[src/rtl/axi_pkg.sv]
// Shared AXI constants, slave state encoding and the strobe-to-bit-write-enable helper
// used by the SRAM slave front-end.
package axi_pkg;

  localparam logic [1:0] BURST_INC   = 2'b01;
  localparam logic [1:0] RESP_OKAY   = 2'b00;
  localparam logic [1:0] RESP_SLVERR = 2'b10;
  localparam logic [2:0] SIZE_WORD   = 3'b010;

  localparam int STRB_MAX_W = 16;

  typedef enum logic [2:0] {
    ST_IDLE   = 3'd0,
    ST_RISSUE = 3'd1,
    ST_RDATA  = 3'd2,
    ST_WDATA  = 3'd3,
    ST_WRESP  = 3'd4
  } sram_slv_state_t;

  // Active-low per-bit enables: a cleared strobe bit masks its whole byte.
  function automatic logic [8*STRB_MAX_W-1:0] strb_to_bweb(input logic [STRB_MAX_W-1:0] strb);
    logic [8*STRB_MAX_W-1:0] bweb;
    for (int i = 0; i < STRB_MAX_W; i++) begin
      bweb[8*i +: 8] = {8{~strb[i]}};
    end
    return bweb;
  endfunction

endpackage

[src/rtl/sram_axi_slave.sv]
// AXI4 slave front-end for one single-port synchronous SRAM: one INCR burst at a time,
// translated into active-low CEB/WEB/BWEB cycles with R/B responses.
module sram_axi_slave
  import axi_pkg::*;
#(
  parameter int ID_W   = 8,
  parameter int ADDR_W = 32,
  parameter int DATA_W = 32,
  parameter int LEN_W  = 4,
  parameter int MEM_AW = 14
) (
  input  logic                ACLK,
  input  logic                ARESETn,
  input  logic [ID_W-1:0]     ARID,
  input  logic [ADDR_W-1:0]   ARADDR,
  input  logic [LEN_W-1:0]    ARLEN,
  input  logic [2:0]          ARSIZE,
  input  logic [1:0]          ARBURST,
  input  logic                ARVALID,
  output logic                ARREADY,
  output logic [ID_W-1:0]     RID,
  output logic [DATA_W-1:0]   RDATA,
  output logic [1:0]          RRESP,
  output logic                RLAST,
  output logic                RVALID,
  input  logic                RREADY,
  input  logic [ID_W-1:0]     AWID,
  input  logic [ADDR_W-1:0]   AWADDR,
  input  logic [LEN_W-1:0]    AWLEN,
  input  logic [2:0]          AWSIZE,
  input  logic [1:0]          AWBURST,
  input  logic                AWVALID,
  output logic                AWREADY,
  input  logic [DATA_W-1:0]   WDATA,
  input  logic [DATA_W/8-1:0] WSTRB,
  input  logic                WLAST,
  input  logic                WVALID,
  output logic                WREADY,
  output logic [ID_W-1:0]     BID,
  output logic [1:0]          BRESP,
  output logic                BVALID,
  input  logic                BREADY,
  output logic                SRAM_CEB,
  output logic                SRAM_WEB,
  output logic [DATA_W-1:0]   SRAM_BWEB,
  output logic [MEM_AW-1:0]   SRAM_A,
  output logic [DATA_W-1:0]   SRAM_DI,
  input  logic [DATA_W-1:0]   SRAM_DO
);

  sram_slv_state_t state_r, state_s;
  logic [ID_W-1:0]   id_r, id_s;
  logic [MEM_AW-1:0] addr_r, addr_s, sram_a_s;
  logic [LEN_W-1:0]  len_r, len_s, beat_r, beat_s;
  logic              err_r, err_s;
  logic              out_en_r;
  logic              ceb_s, web_s;
  logic [DATA_W-1:0] bweb_s;
  logic [8*STRB_MAX_W-1:0] bweb_full_s;
  logic              ar_hs_s, aw_hs_s, rlast_s;
  logic              unused_s;

  // Address handshakes stay low until the first clock after reset release.
  assign AWREADY   = (state_r == ST_IDLE) && out_en_r;
  assign ARREADY   = (state_r == ST_IDLE) && out_en_r && !AWVALID;
  assign aw_hs_s   = AWVALID && AWREADY;
  assign ar_hs_s   = ARVALID && ARREADY;
  assign rlast_s   = (beat_r == len_r);

  assign RVALID    = (state_r == ST_RDATA);
  assign RLAST     = RVALID && rlast_s;
  assign RDATA     = SRAM_DO;
  assign RID       = id_r;
  assign RRESP     = RESP_OKAY;
  assign WREADY    = (state_r == ST_WDATA);
  assign BVALID    = (state_r == ST_WRESP);
  assign BID       = id_r;
  assign BRESP     = err_r ? RESP_SLVERR : RESP_OKAY;

  assign SRAM_CEB  = ceb_s;
  assign SRAM_WEB  = web_s;
  assign SRAM_BWEB = bweb_s;
  assign SRAM_A    = sram_a_s;
  assign SRAM_DI   = WDATA;

  assign bweb_full_s = strb_to_bweb(STRB_MAX_W'(WSTRB));

  // Size and burst type are treated as word INCR; high address bits are decoded upstream.
  assign unused_s = ^{ARADDR, AWADDR, ARSIZE ^ SIZE_WORD, AWSIZE ^ SIZE_WORD,
                      ARBURST ^ BURST_INC, AWBURST ^ BURST_INC, bweb_full_s};

  // Next-state, burst bookkeeping and SRAM strobe generation.
  always_comb begin
    state_s  = state_r;
    id_s     = id_r;
    addr_s   = addr_r;
    len_s    = len_r;
    beat_s   = beat_r;
    err_s    = err_r;
    ceb_s    = 1'b1;
    web_s    = 1'b1;
    bweb_s   = {DATA_W{1'b1}};
    sram_a_s = addr_r;
    case (state_r)
      ST_IDLE: begin
        if (aw_hs_s) begin
          id_s    = AWID;
          addr_s  = AWADDR[MEM_AW+1:2];
          len_s   = AWLEN;
          beat_s  = {LEN_W{1'b0}};
          err_s   = 1'b0;
          state_s = ST_WDATA;
        end else if (ar_hs_s) begin
          id_s    = ARID;
          addr_s  = ARADDR[MEM_AW+1:2];
          len_s   = ARLEN;
          beat_s  = {LEN_W{1'b0}};
          state_s = ST_RISSUE;
        end else begin
          state_s = ST_IDLE;
        end
      end
      ST_RISSUE: begin
        ceb_s   = 1'b0;
        state_s = ST_RDATA;
      end
      ST_RDATA: begin
        // Prefetch the next word on a handshake; a stalled beat re-reads its own word.
        ceb_s = 1'b0;
        if (RREADY) begin
          sram_a_s = addr_r + MEM_AW'(1);
          if (rlast_s) begin
            state_s = ST_IDLE;
          end else begin
            addr_s = addr_r + MEM_AW'(1);
            beat_s = beat_r + LEN_W'(1);
          end
        end else begin
          sram_a_s = addr_r;
        end
      end
      ST_WDATA: begin
        if (WVALID) begin
          ceb_s  = 1'b0;
          web_s  = 1'b0;
          bweb_s = bweb_full_s[DATA_W-1:0];
          addr_s = addr_r + MEM_AW'(1);
          beat_s = beat_r + LEN_W'(1);
          if (WLAST) begin
            state_s = ST_WRESP;
            if (beat_r != len_r) begin
              err_s = 1'b1;
            end else begin
              err_s = err_r;
            end
          end else if (rlast_s) begin
            err_s = 1'b1;
          end else begin
            err_s = err_r;
          end
        end else begin
          ceb_s = 1'b1;
        end
      end
      ST_WRESP: begin
        if (BREADY) begin
          state_s = ST_IDLE;
        end else begin
          state_s = ST_WRESP;
        end
      end
      default: begin
        state_s = ST_IDLE;
      end
    endcase
  end

  // Burst state registers.
  always_ff @(posedge ACLK or negedge ARESETn) begin
    if (!ARESETn) begin
      state_r  <= ST_IDLE;
      id_r     <= {ID_W{1'b0}};
      addr_r   <= {MEM_AW{1'b0}};
      len_r    <= {LEN_W{1'b0}};
      beat_r   <= {LEN_W{1'b0}};
      err_r    <= 1'b0;
      out_en_r <= 1'b0;
    end else begin
      state_r  <= state_s;
      id_r     <= id_s;
      addr_r   <= addr_s;
      len_r    <= len_s;
      beat_r   <= beat_s;
      err_r    <= err_s;
      out_en_r <= 1'b1;
    end
  end

endmodule

[config.mk]
export PLATFORM = sky130hd
export DESIGN_NAME = sram_axi_slave
export DESIGN_NICKNAME = d
export VERILOG_FILES = /design/src/rtl/axi_pkg.sv /design/src/rtl/sram_axi_slave.sv
export SDC_FILE = /design/constraint.sdc
export NUM_CORES = 1
export LEC_CHECK = 0
export ABC_AREA = 0
export CAP_MARGIN = 15
export CORE_AREA = 2 2 121 123
export DETAILED_ROUTE_END_ITERATION = 16
export DIE_AREA = 0 0 123 125
export PLACE_DENSITY = 0.67
export SYNTH_ARGS = -nofsm -noshare
export SYNTH_HDL_FRONTEND = slang
export SYNTH_SLANG_ARGS = --single-unit
[constraint.sdc]
create_clock -name ACLK -period 6.6 [get_ports ACLK]
set_clock_uncertainty 0.15 [all_clocks]
set_input_delay 0.66 -clock ACLK [delete_from_list [all_inputs] [get_ports ACLK]]
set_output_delay 0.66 -clock ACLK [all_outputs]
set_load 0.02 [all_outputs]
==> metrics.log <==
INFO  metric capture_instance_of_the_worst_register_to_register_path = addr_r[10]
INFO  metric grt_pass1_vias = 2,752
INFO  metric synth_enable_flop_cells = 0
INFO  metric flow.area_growth_from_synthesis = 28.59%
INFO  metric via_count = 2,729
INFO  metric final_common_cell = clkdlybuf4s50_1
INFO  metric net_switching_power_of_the_design = 790.6 µW
INFO  metric clock_tree.root_cell = clkbuf_16
INFO  metric timing.final.hold_violations = 0
INFO  metric die-height = 125 µm
INFO  metric slack_of_the_worst_reg_to_reg_path = 3.78 ns
INFO  metric cts_buffer_depth = 2
INFO  metric post-cts-setup-buffers = 0
INFO  metric post_detailed_route_count_of_antenna_violating_nets = 0
INFO  metric critPathMaxFanout = 9
INFO  metric p_int = 939.0 µW
INFO  metric setup-tns-final = 0 ns
INFO  metric drive_gt1_share = 4.695%
INFO  metric synth_top_area_share = 28.19%
INFO  metric io_pins = 312
INFO  metric gr-total-overflow = 0
INFO  metric die_w = 123 µm
INFO  metric netlist_instances = 400
INFO  metric cts_htree_levels = 2
INFO  metric maxCapViolCount = 0
INFO  metric smallest_hold_slack = 0.3341 ns
INFO  metric synthesis.area = 3107 µm²
INFO  metric power.leakage = 1.569 nW
INFO  metric synth.lib_cells_used.distinct = 47
INFO  metric yosys_register_bits = 35
INFO  metric cts-hold-fix-buffers = 0
INFO  metric clkPwrFrac = 14.0%
INFO  metric cp-start-kind = flop
INFO  metric core_area = 14,200 µm²
INFO  metric drt_iter0_drc = 186
INFO  metric postLayoutCoreUtil = 28.13%
INFO  metric initial_core_utilization = 21.87%
INFO  metric maximum_number_of_pins_on_one_net_before_global_route_repair = 36
INFO  metric finalWirelength = 9029 µm
INFO  metric cp.arrival = 2.87 ns
INFO  metric stdcell_area = 3995 µm²
INFO  metric ir_drop = 0.1215 mV
INFO  metric diodes = 0
INFO  metric synth_top_family_by_area = buffers and inverters
INFO  metric worst_hold_path_class = in2async
INFO  metric gpl.final_weighted_congestion = 0.7847
INFO  metric viasPerCell = 4.474
INFO  metric power_switching_share = 45.71%
INFO  metric netlist.top_cell.by_area = dfrtp_1
INFO  metric synth_area_per_cell = 7.767 µm²
INFO  metric crit_start = state_r[1]
INFO  metric fmax = 271.4 MHz
INFO  metric grtUsageTotal = 11.14%
INFO  metric grt_antenna_before_repair = 0
INFO  metric synthXorXnorAreaFrac = 5.075%
INFO  metric power.density = 432.9 nW/µm²
INFO  metric final-max-slew-violation-count = 0
INFO  metric cts_inserted_buffers = 5
INFO  metric ctsResizeCount = 0
INFO  metric sequentialPowerShare = 25.5%
INFO  metric placed_area = 3844 µm²
INFO  metric finish.net_count = 601
INFO  metric rsz_0062_raised_after_global_routing = no
INFO  metric clkLatencyLatePin = 0.28 ns
INFO  metric clock_slew_at_reported_path_ffs = 0.06 ns
INFO  metric worst_pin_slew = 1.003 ns
INFO  metric dieArea = 15,380 µm²
INFO  metric timing.setup.critical_path_class = reg2out
INFO  metric slew_headroom = 33.16%
INFO  metric min_period_over_period = 55.83%
INFO  metric timing.critical_path.to_type = primary output
INFO  metric worst-endpoint-required = 5.79 ns
INFO  metric synth-main-ff-cell = dfrtp_1
INFO  metric wire_per_inst = 14.80 µm
INFO  metric synthAdderAreaFrac = 0.8055%
INFO  metric yosys_warnings = 0
INFO  metric cts_sinks = 35
INFO  metric finalWorstPathRequiredPeriod = 3.685 ns
INFO  metric post-route-drc-count = 0
INFO  metric cts_tree = built
INFO  metric synth_top_cells_by_area = dfrtp_1, buf_4, nand2_1
INFO  metric asyncSetResetFlopFracSynth = 100.0%
INFO  metric timing.final.setup_violations = 0
INFO  metric first_pass_grt_wire_length = 13,590 µm
INFO  metric rows = 44
INFO  metric numPortBuffers = 134
INFO  metric post_synthesis_compound_gate_area_fraction = 13.81%
INFO  metric run_status = complete, no violations
INFO  metric drtPass1Iterations = 4
INFO  metric synth-seq-area-share = 28.19%
INFO  metric pwr-share-comb = 60.4%
INFO  metric layout_common_cells = clkdlybuf4s50_1, nand2_1, dfrtp_1
INFO  metric place_hpwl = 6736 µm
INFO  metric synth.mux.area_fraction = 1.812%
INFO  metric post_synth_and_or_nand_nor_area_fraction = 21.95%
INFO  metric reg2reg_from = state_r[0]
INFO  metric reg2reg_depth = 5
==> layout make-up <==
| cell class | instances | area [µm²] |
|---|---|---|
| Tap cell | 184 | 230.2 |
| Fill cell | 1510 | 10210 |
| Clock inverter | 1 | 8.758 |
| Multi-Input combinational cell | 242 | 1368 |
| Timing Repair Buffer | 136 | 1351 |
| Clock buffer | 7 | 142.6 |
| Sequential cell | 35 | 875.8 |
| Inverter | 5 | 18.77 |
==> worst max-delay path, cell delays in order, from the launching register on <==
cell	delay (ns)
dfrtp_1	0.54
nand2b_1	0.27
nor2_1	0.41
nand2_1	0.33
nor2_1	0.22
xor2_1	0.19
clkdlybuf4s50_1	0.64
==> per-layer routing <==
metal  vias up  track usage (%)  share of wire [%]
met5         -                0                  0
met4         0            4.412                2.5
met3        31            4.060                9.4
met2       113            19.04                 48
met1      1295            12.43                 40
li1       1290                -                  -
==> worst max path at each step <==
| stage | depth (start not counted) | slack [ns] | end |
|---|---|---|---|
| 2_1_floorplan | 5 | 3.80 | SRAM_A[10] |
| 3_3_place_gp | 6 | 3.23 | SRAM_A[12] |
| 3_5_place_dp | 6 | 3.20 | SRAM_A[12] |
| 4_1_cts | 6 | 2.89 | SRAM_A[12] |
| 5_1_grt | 6 | 2.69 | SRAM_A[12] |
| 6_report | 6 | 2.92 | SRAM_A[12] |
==> cell families (layout without fill, tap and decap cells) <==
family,after synthesis,after routing
AO/OA/AOI/OAI,66,66
XOR/XNOR,18,18
adder cells (fa/ha/maj),2,2
buffers and inverters,125,149
flip-flops,35,35
multiplexers,5,5
other,2,4
AND/OR/NAND/NOR,147,147
==> synthesized netlist by cell type (all sizes together) (2+ instances only) <==
cell type and count:
inv 5, a31oi 14, conb 2, a32oi 2
nand2b 3, buf 110, o311ai 2, clkbuf 10
and4 2, dfrtp 35, o22ai 2, xnor2 10
a21oi 15, o21ai 13, o211ai 2, ha 2
nand4 4, nor3 6, a22oi 2, xor2 8
a211oi 4, nor2b 5, or3 3, and2 4
nand2 71, and3 7, nor2 31, mux2 5
nand3 6
==> sequential cells by signal, indices dropped and copies added (netlist names) <==
signal	flops
out_en_r	1
err_r	1
state_r	3
beat_r	4
BID	8
addr_r	14
len_r	4
==> per-stage QoR <==
stage                     std cells  total power, mW  setup WS [ns]
after detailed placement        602            1.499          3.198
final                           610            1.730          2.915
after CTS                       610            1.753          2.887
after global routing            610            1.855          2.691
after floorplan                 402            1.164          3.797
after global placement          602            1.475          3.229
==> power by group through the flow <==
stage / Combinational (mW) / Sequential, mW / Clock, mW
2_1_floorplan: 0.736 / 0.428 / 0
3_3_place_gp: 1.04 / 0.436 / 0
3_5_place_dp: 1.05 / 0.444 / 0
4_1_cts: 1.06 / 0.441 / 0.253
5_1_grt: 1.14 / 0.458 / 0.258
6_report: 1.05 / 0.442 / 0.243
No activity file was read; power rests on OpenSTA's default activity.
